`src/rtl/pipe_hazard_ctrl.sv`:
```
`default_nettype none
// ============================================================================
//  Module      : pipe_hazard_ctrl
//  Description : Pipeline hazard controller for a 5-stage RISC-V style core.
//                Handles load-use stalls, branch mispredict flushes, CSR /
//                ecall / mret serialization (drain then redirect) and data
//                memory wait states. Outputs are combinational from the
//                registered FSM state and the current inputs.
//                Optional feature macro: PIPE_STALL_CNT_EN (stall counter).
//  Revision    : 1.0 - initial release
// ============================================================================
module pipe_hazard_ctrl #(
    parameter int DRAIN_CYCLES = 3
) (
    input  logic        clk,
    input  logic        rst,
    input  logic [4:0]  id_rs1,
    input  logic [4:0]  id_rs2,
    input  logic        id_use_rs1,
    input  logic        id_use_rs2,
    input  logic        id_is_csr,
    input  logic        id_is_trap,
    input  logic        ex_memread,
    input  logic [4:0]  ex_wreg,
    input  logic        ex_mispredict,
    input  logic        mem_busy,
    output logic        pc_keep,
    output logic        ifid_keep,
    output logic        ifid_nop,
    output logic        id_keep,
    output logic        id_nop,
    output logic        ex_keep,
    output logic        trap_redirect,
    output logic [2:0]  state_o,
    output logic [31:0] stall_cnt
);

    typedef enum logic [2:0] {
        RUN   = 3'd0,
        LDUSE = 3'd1,
        DRAIN = 3'd2,
        REDIR = 3'd3,
        MWAIT = 3'd4
    } state_t;

    // The RUN cycle that accepts the CSR already emits the first bubble, so
    // the counter starts one short of DRAIN_CYCLES.
    localparam logic [2:0] DRAIN_LOAD = 3'(DRAIN_CYCLES - 1);

    state_t     state, state_nxt;
    state_t     resume, resume_nxt;
    logic [2:0] drain_cnt, drain_cnt_nxt;
    logic       trap_lat, trap_lat_nxt;
    logic       load_use;

    assign load_use = ex_memread && (ex_wreg != 5'd0) &&
                      ((id_use_rs1 && (id_rs1 == ex_wreg)) ||
                       (id_use_rs2 && (id_rs2 == ex_wreg)));

    assign state_o = state;

    // State, resume, drain counter and trap latch registers.
    always_ff @(posedge clk or negedge rst) begin
        if (!rst) begin
            state     <= RUN;
            resume    <= RUN;
            drain_cnt <= 3'd0;
            trap_lat  <= 1'b0;
        end else begin
            state     <= state_nxt;
            resume    <= resume_nxt;
            drain_cnt <= drain_cnt_nxt;
            trap_lat  <= trap_lat_nxt;
        end
    end

    // Next-state and output decode; priority mem_busy > mispredict > CSR > load-use.
    always_comb begin
        pc_keep       = 1'b0;
        ifid_keep     = 1'b0;
        ifid_nop      = 1'b0;
        id_keep       = 1'b0;
        id_nop        = 1'b0;
        ex_keep       = 1'b0;
        trap_redirect = 1'b0;
        state_nxt     = state;
        resume_nxt    = resume;
        drain_cnt_nxt = drain_cnt;
        trap_lat_nxt  = trap_lat;

        if (state == MWAIT) begin
            // Everything frozen; release cycle still looks like MWAIT.
            pc_keep   = 1'b1;
            ifid_keep = 1'b1;
            id_keep   = 1'b1;
            ex_keep   = 1'b1;
            if (!mem_busy) begin
                state_nxt = resume;
            end
        end else if (mem_busy) begin
            pc_keep    = 1'b1;
            ifid_keep  = 1'b1;
            id_keep    = 1'b1;
            ex_keep    = 1'b1;
            resume_nxt = state;
            state_nxt  = MWAIT;
        end else if (ex_mispredict && (state != REDIR)) begin
            // Flush the wrong-path instructions and abandon any drain.
            ifid_nop      = 1'b1;
            id_nop        = 1'b1;
            drain_cnt_nxt = 3'd0;
            trap_lat_nxt  = 1'b0;
            state_nxt     = RUN;
        end else begin
            case (state)
                RUN: begin
                    if (id_is_csr) begin
                        pc_keep       = 1'b1;
                        ifid_keep     = 1'b1;
                        id_nop        = 1'b1;
                        drain_cnt_nxt = DRAIN_LOAD;
                        trap_lat_nxt  = id_is_trap;
                        state_nxt     = DRAIN;
                    end else if (load_use) begin
                        pc_keep   = 1'b1;
                        ifid_keep = 1'b1;
                        id_nop    = 1'b1;
                        state_nxt = LDUSE;
                    end
                end
                LDUSE: begin
                    // Stalled instruction advances; forwarding covers it.
                    state_nxt = RUN;
                end
                DRAIN: begin
                    pc_keep   = 1'b1;
                    ifid_keep = 1'b1;
                    id_nop    = 1'b1;
                    // Leave once this cycle takes the counter to zero; a zero
                    // preload (DRAIN_CYCLES=1) still spends one DRAIN cycle.
                    if (drain_cnt <= 3'd1) begin
                        drain_cnt_nxt = 3'd0;
                        state_nxt     = REDIR;
                    end else begin
                        drain_cnt_nxt = drain_cnt - 3'd1;
                    end
                end
                REDIR: begin
                    if (trap_lat) begin
                        trap_redirect = 1'b1;
                        ifid_nop      = 1'b1;
                    end
                    trap_lat_nxt = 1'b0;
                    state_nxt    = RUN;
                end
                default: begin
                    state_nxt = RUN;
                end
            endcase
        end

        // Outputs are silent for the whole time reset is held.
        if (!rst) begin
            pc_keep       = 1'b0;
            ifid_keep     = 1'b0;
            ifid_nop      = 1'b0;
            id_keep       = 1'b0;
            id_nop        = 1'b0;
            ex_keep       = 1'b0;
            trap_redirect = 1'b0;
        end
    end

`ifdef PIPE_STALL_CNT_EN
    logic [31:0] stall_q;

    // Count every cycle the PC is held; wraps naturally at 32 bits.
    always_ff @(posedge clk or negedge rst) begin
        if (!rst) begin
            stall_q <= 32'h0;
        end else if (pc_keep) begin
            stall_q <= stall_q + 32'd1;
        end
    end

    assign stall_cnt = stall_q;
`else
    assign stall_cnt = 32'h0;
`endif

endmodule
`default_nettype wire

```
`config.mk`:
```
export PLATFORM = sky130hd
export DESIGN_NAME = pipe_hazard_ctrl
export DESIGN_NICKNAME = d
export VERILOG_FILES = /design/src/rtl/pipe_hazard_ctrl.sv
export SDC_FILE = /design/constraint.sdc
export NUM_CORES = 1
export LEC_CHECK = 0
export CAP_MARGIN = 20
export CORE_MARGIN = 1.5
export CORE_UTILIZATION = 40
export DETAILED_ROUTE_END_ITERATION = 10
export PLACE_DENSITY = 0.91
export SLEW_MARGIN = 20
export SYNTH_ARGS = -nofsm -noshare
export SYNTH_HDL_FRONTEND = slang
export SYNTH_SLANG_ARGS = --single-unit
```
`constraint.sdc`:
```
create_clock -name clk -period 5.2 [get_ports clk]
set_clock_uncertainty 0.2 [all_clocks]
set_input_delay 1.3 -clock clk [delete_from_list [all_inputs] [get_ports clk]]
set_output_delay 1.3 -clock clk [all_outputs]
set_load 0.01 [all_outputs]
```
==> results of run 1 <==
critical path: cells and delay by family:
family | cells | cell delay [ps]
AOI/OAI and AO/OA | 2 | 420
xor gates and xnor gates | 1 | 180
and+or+nand+nor | 1 | 310
buffers and inverters | 2 | 1040
sequential cells by signal, summed over array words and instances (netlist names):
signal,cells
state_o,3
resume,3
trap_lat,1
drain_cnt,3
per-stage QoR:
| stage | cell area, um2 | hold WS (ps) |
|---|---|---|
| finish | 1330 | 284 |
| global placement | 1290 | 256 |
| global route | 1330 | 298 |
| CTS | 1330 | 281 |
| floorplan | 1200 | 248 |
| detailed placement | 1290 | 265 |
how the worst min path moves through the flow:
stage | from | to | slack [ps] | cells after the start
floorplan | resume[2]$_DFFE_PN0N_ | state_o[2]$_DFFE_PN0P_ | 250 | 2
global placement | resume[2]$_DFFE_PN0N_ | state_o[2]$_DFFE_PN0P_ | 260 | 2
detailed placement | resume[2]$_DFFE_PN0N_ | state_o[2]$_DFFE_PN0P_ | 270 | 2
CTS | resume[2]$_DFFE_PN0N_ | state_o[2]$_DFFE_PN0P_ | 280 | 2
global route | resume[2]$_DFFE_PN0N_ | state_o[2]$_DFFE_PN0P_ | 300 | 2
finish | resume[2]$_DFFE_PN0N_ | state_o[2]$_DFFE_PN0P_ | 280 | 2
logic make-up (layout without fill, tap and decap cells):
kind of cell / Yosys count / in the layout / synth area share
buf+inv: 48 / 47 / 0.293
simple gates: 37 / 37 / 0.181
compound gates: 29 / 29 / 0.189
xor+xnor: 10 / 10 / 0.0807
flops: 10 / 10 / 0.231
fa+ha+maj: 1 / 1 / 0.0115
other cells: 1 / 32 / 0.00346
mux: 1 / 1 / 0.0104
cells in the final DEF, fill, tap and decap left out, drive strengths merged, types with 2 or more instances in the layout:
cell type and count:
clkdlybuf4s50 33, conb 32, nand2 11, dfrtp 10
inv 9, nor2 8, xor2 8, o21ai 7
a21oi 4, clkbuf 4, nor2b 3, nor3b 3
nor4 2, xnor2 2, a32oi 2, nand4 2
o22ai 2, o2111ai 2, a22o 2, nor3 2
where the power goes:
part | switching (mW) | total (mW) | internal (mW)
clock network | 0.0297 | 0.0722 | 0.0426
registers | 0.0163 | 0.108 | 0.0921
logic | 0.0594 | 0.117 | 0.0575
total | 0.105 | 0.298 | 0.192
per-layer routing:
metal	GRT usage	wire (um)	vias up
met5	0	0	-
met1	0.208	921	437
met3	0.0349	196	5
li1	-	-	466
met2	0.276	1070	58
met4	0.0854	47	0
cell type report:
type	instances	area (um2)	share of cell area
Inverter	9	33.8	0.0254
Timing Repair Buffer	34	338	0.254
Clock buffer	4	36.3	0.0273
Sequential cell	10	250	0.188
Tap cell	30	37.5	0.0282
Multi-Input combinational cell	110	633	0.476
==> metrics.md, run 1 <==
| Metric | Value |
|---|---|
| DRT Pass-1 Iters | 4 |
| Synth top cells by count | buf_4 (36), nand2_1 (11), dfrtp_1 (10), inv_1 (9) |
| I/O pin cnt | 66 |
| Most frequent cell after synthesis | buf_4 |
| Routability cong. | 0.796 |
| Post-Syn Instances | 137 |
| Die Ht | 55.1 um |
| FP Rows | 18 |
| Via count | 966 |
| Worst setup SP type | input pin |
| Post-Layout Cell Count | 197 |
| PortBufs | 33 |
| Status | completed |
| Final Util | 0.527 |
| Crit path DAT | 3250 ps |
| Mean Syn Cell Area | 7.92 um2 |
| Die area | 3030 um2 |
| Unrepaired setup endpoints after global routing | no |
| CTS H-tree lvls | 1 |
| Critical path's largest stage delay | 580 ps |
| Resized cells post-CTS | 0 |
| Cell mode on critical path | clkdlybuf4s50_1 |
| # setup viols final | 0 |
| Setup bufs post-CTS | 0 |
| GRT overflow | 0 |
| Setup WS post-layout | 448 ps |
| Critical Setup Path Class | input pin to primary output |
| Synth warn | 0 |
| Num CTS Buffers | 3 |
| Post-route clock period utilization | 0.914 |
| Residual DRC count | 0 |
| WL/cell | 11.4 um |
| Core area | 2520 um2 |
| Vias in the first global route | 846 |
| Filler cells | 263 |
| Synth top area share | 0.249 |
| Worst reg2reg startpoint | state_o[2]$_DFFE_PN0P_ |
| Final nets | 193 |
| Ys async rst share | 1.00 |
| Number of diodes | 0 |
| Clock insertion delay at the later pin of the skew report | 270 ps |
| Sequential area share after synthesis | 0.231 |
| Peak VDD IR | 0.144 mV |
| Fmax | 210 MHz |
| Post-route ant nets | 0 |
| CP Data Required Time | 3700 ps |
| Placed cells | 193 |
| Pin count of the biggest net entering global routing | 15 |
| Cts hold-fix bufs | 0 |
| DP Worst Slack | 411 ps |
| Post-synth EDFFs | 0 |
| Synthesis-to-finish area growth | 22.5% |
| Clock transition at path regs | 70 ps |
| CP Capture Type | primary output |
| Clock Sink Count | 10 |
| Reg-to-Reg End | drain_cnt[0]$_DFFE_PN0P_ |
| CP Launch Point | ex_wreg[3] |
| Synth unique cells | 42 |
| Ys flop type | dfrtp_1 |
| CP Capture Point | pc_keep |
| Final hold viol count | 0 |
| Final Critical Period | 4750 ps |
| Critical Path Fanout Max | 3 |
| Leak pwr | 0.587 nW |
| Initial core utilization | 0.430 |
| #FFs+latches synth | 10 |
| Largest cells by area after synthesis | buf_4 (25%), dfrtp_1 (23%), xor2_1 (6.5%), nand2_1 (3.8%), inv_1 (3.1%) |
| Area leader, netlist | buf_4 |
| Critical path's slowest cell | clkdlybuf4s50_1 |
| R2r worst-path depth | 4 |
| Post-Route WL | 2.24 mm |
| Worst R2R Setup Slack | 3370 ps |
| Final slew viol count | 0 |
| Number of max-cap violations | 0 |
| Cells along the critical path | clkdlybuf4s50_1 > xor2_1 > nor4_1 > a32oi_1 > o2bb2ai_1 > clkdlybuf4s50_1 |
| Initial antenna violation count | 0 |
| Initial detailed-routing violation count | 19 |
| Post-DP HPWL | 1.83 mm |
| Worst min path class | flop to flop |
| CTS root buf | clkbuf_4 |
| GRT Total Usage | 0.168 |
| CTS tree | done |
| Vias per cell | 4.90 |
| Die Width | 55.1 um |
| First-pass GRT wire length | 3.61 mm |
| CTS max path bufs | 2 |
| Layout cells sized above 1 | 0.0599 |
| Synthesized area | 1080 um2 |
| PwrDens | 224 nW/um2 |
| Total power | 0.298 mW |
| Setup TNS | 0 ps |
Power figures use the tool's default switching activity.
==> run 2, diff against run 1 <==
--- a/config.mk
+++ b/config.mk
@@ -9,7 +9,7 @@
 export CORE_MARGIN = 1.5
 export CORE_UTILIZATION = 40
 export DETAILED_ROUTE_END_ITERATION = 10
-export PLACE_DENSITY = 0.91
+export PLACE_DENSITY = 0.9
 export SLEW_MARGIN = 20
 export SYNTH_ARGS = -nofsm -noshare
 export SYNTH_HDL_FRONTEND = slang
==> metrics.md, run 2 (synthesis gave the netlist of run 1 again) <==
| Metric | Value |
|---|---|
| CTS tree | done (unchanged) |
| GRT overflow | 0 (unchanged) |
| Pin count of the biggest net entering global routing | 15 (unchanged) |
| Routability cong. | 0.806 (was 0.796) |
| Final Critical Period | 4730 ps (was 4750 ps) |
| Peak VDD IR | 0.131 mV (was 0.144 mV) |
| Placed cells | 193 (unchanged) |
| Die Width | 55.1 um (unchanged) |
| Via count | 940 (was 966) |
| Number of diodes | 0 (unchanged) |
| Status | completed (unchanged) |
| Placed Area | 1290 um2 (unchanged) |
| Post-route clock period utilization | 0.910 (was 0.914) |
| CTS root buf | clkbuf_4 (unchanged) |
| Commonest non-fill, non-tap cell in the layout | clkdlybuf4s50_1 (unchanged) |
| Initial core utilization | 0.430 (unchanged) |
| Post-Route WL | 2.18 mm (was 2.24 mm) |
| PortBufs | 33 (unchanged) |
| FP Rows | 18 (unchanged) |
| Clock Sink Count | 10 (unchanged) |
| Setup TNS | 0 ps (unchanged) |
| Post-Layout Cell Count | 196 (was 197) |
| Layout cells sized above 1 | 0.0542 (was 0.0599) |
| Critical path's largest stage delay | 660 ps (was 580 ps) |
| Clock transition at path regs | 60 ps (was 70 ps) |
| Final nets | 193 (unchanged) |
| Residual DRC count | 0 (unchanged) |
| Critical Setup Path Class | input pin to primary output (unchanged) |
| I/O pin cnt | 66 (unchanged) |
| Post-route cell area | 1320 um2 (was 1330 um2) |
| Die area | 3030 um2 (unchanged) |
| Post-route ant nets | 0 (unchanged) |
| PwrDens | 209 nW/um2 (was 224 nW/um2) |
| GRT Total Usage | 0.159 (was 0.168) |
| Final hold viol count | 0 (unchanged) |
| Number of max-cap violations | 0 (unchanged) |
| Cells along the critical path | clkdlybuf4s50_1 > inv_1 > o21ai_2 > o21ai_0 > o22ai_1 > clkdlybuf4s50_1 (was clkdlybuf4s50_1 > xor2_1 > nor4_1 > a32oi_1 > o2bb2ai_1 > clkdlybuf4s50_1) |
| Synthesis-to-finish area growth | 21.2% (was 22.5%) |
| Critical path's slowest cell | clkdlybuf4s50_1 (unchanged) |
| Worst min path class | flop to flop (unchanged) |
| # setup viols final | 0 (unchanged) |
| Initial detailed-routing violation count | 20 (was 19) |
| Critical Path Fanout Max | 9 (was 3) |
| Post-DP HPWL | 1.81 mm (was 1.83 mm) |
| Clock insertion delay at the later pin of the skew report | 260 ps (was 270 ps) |
| Leak pwr | 0.580 nW (was 0.587 nW) |
| Core area | 2520 um2 (unchanged) |
| Resized cells post-CTS | 0 (unchanged) |
| Cts hold-fix bufs | 0 (unchanged) |
| Total power | 0.275 mW (was 0.298 mW) |
| Most frequent cells in the layout | clkdlybuf4s50_1 (33), conb_1 (32), nand2_1 (11) (unchanged) |
| Num CTS Buffers | 3 (unchanged) |
| CP delay by family, top | buffers and inverters (unchanged) |
| Setup bufs post-CTS | 0 (unchanged) |
| CP Buf/Inv Count | 3 (was 2) |
| Final slew viol count | 0 (unchanged) |
| CTS H-tree lvls | 1 (unchanged) |
| Cell mode on critical path | clkdlybuf4s50_1 (unchanged) |
| Unrepaired setup endpoints after global routing | no (unchanged) |
| CP Capture Type | primary output (unchanged) |
| CP Data Required Time | 3700 ps (about the same) |
| Crit path DAT | 3230 ps (was 3250 ps) |
| Worst setup SP type | input pin (unchanged) |
| WL/cell | 11.1 um (was 11.4 um) |
| Fmax | 211 MHz (was 210 MHz) |
| DRT Pass-1 Iters | 4 (unchanged) |
| Initial antenna violation count | 0 (unchanged) |
| First-pass GRT wire length | 3.39 mm (was 3.61 mm) |
| Vias in the first global route | 807 (was 846) |
| Die Ht | 55.1 um (unchanged) |
| Vias per cell | 4.80 (was 4.90) |
| CTS max path bufs | 2 (unchanged) |
[run 2: cell count changes in the layout (fill, tap and decap cells not counted), sizes merged]
cell	previous run	this run
clkbuf	4	3
[run 2: final cells by class]
type	count	area, um2
fillers	262	1210
multi-input cells	110	633
repair buffers	34	338
flip-flops and latches	10	250
well taps	30	37.5
inverters	9	33.8
clock buffers	3	22.5
[run 2: path summary, 6_finish.rpt]
check	startpoint	to	slack (ps)	depth (start not counted)
worst min-delay path	resume[2]$_DFFE_PN0N_	state_o[2]$_DFFE_PN0P_	290	2
worst max register to register	state_o[2]$_DFFE_PN0P_	drain_cnt[0]$_DFFE_PN0P_	3400	4
min in group asynchronous	rst	resume[1]$_DFFE_PN0N_	1340	2
worst max-delay path	ex_mispredict	id_nop	470	6
worst min register to register	resume[2]$_DFFE_PN0N_	state_o[2]$_DFFE_PN0P_	290	2
max in group asynchronous	rst	state_o[0]$_DFFE_PN0P_	3320	2
[run 2: per-stage QoR]
stage / utilization / hold slack [ps] / setup WS (ps)
floorplan: - / 248 / 1320
global placement: 0.512 / 263 / 422
detailed placement: 0.512 / 282 / 419
CTS: 0.521 / 295 / 410
global route: 0.521 / 310 / 308
finish: 0.521 / 287 / 466
[run 2: layer usage]
metal,wire [um],global-route usage,vias up,part of all wire
met2,1030,0.264,53,0.47
met4,42,0.0854,0,0.019
met5,0,0,-,0
met3,183,0.0323,4,0.084
met1,921,0.193,419,0.42
li1,-,-,464,-
[run 2: worst min-delay path, stage by stage, from the launching register on]
cell and delay, ps:
dfrtp_1 350, nand2_1 50, nand2_1 60
[run 2: power by group]
part	leakage, nW	switching (mW)	internal [mW]
clock	0.0138	0.0240	0.0266
combinational	0.436	0.0586	0.0575
sequential	0.130	0.0162	0.0923
total	0.580	0.0988	0.176
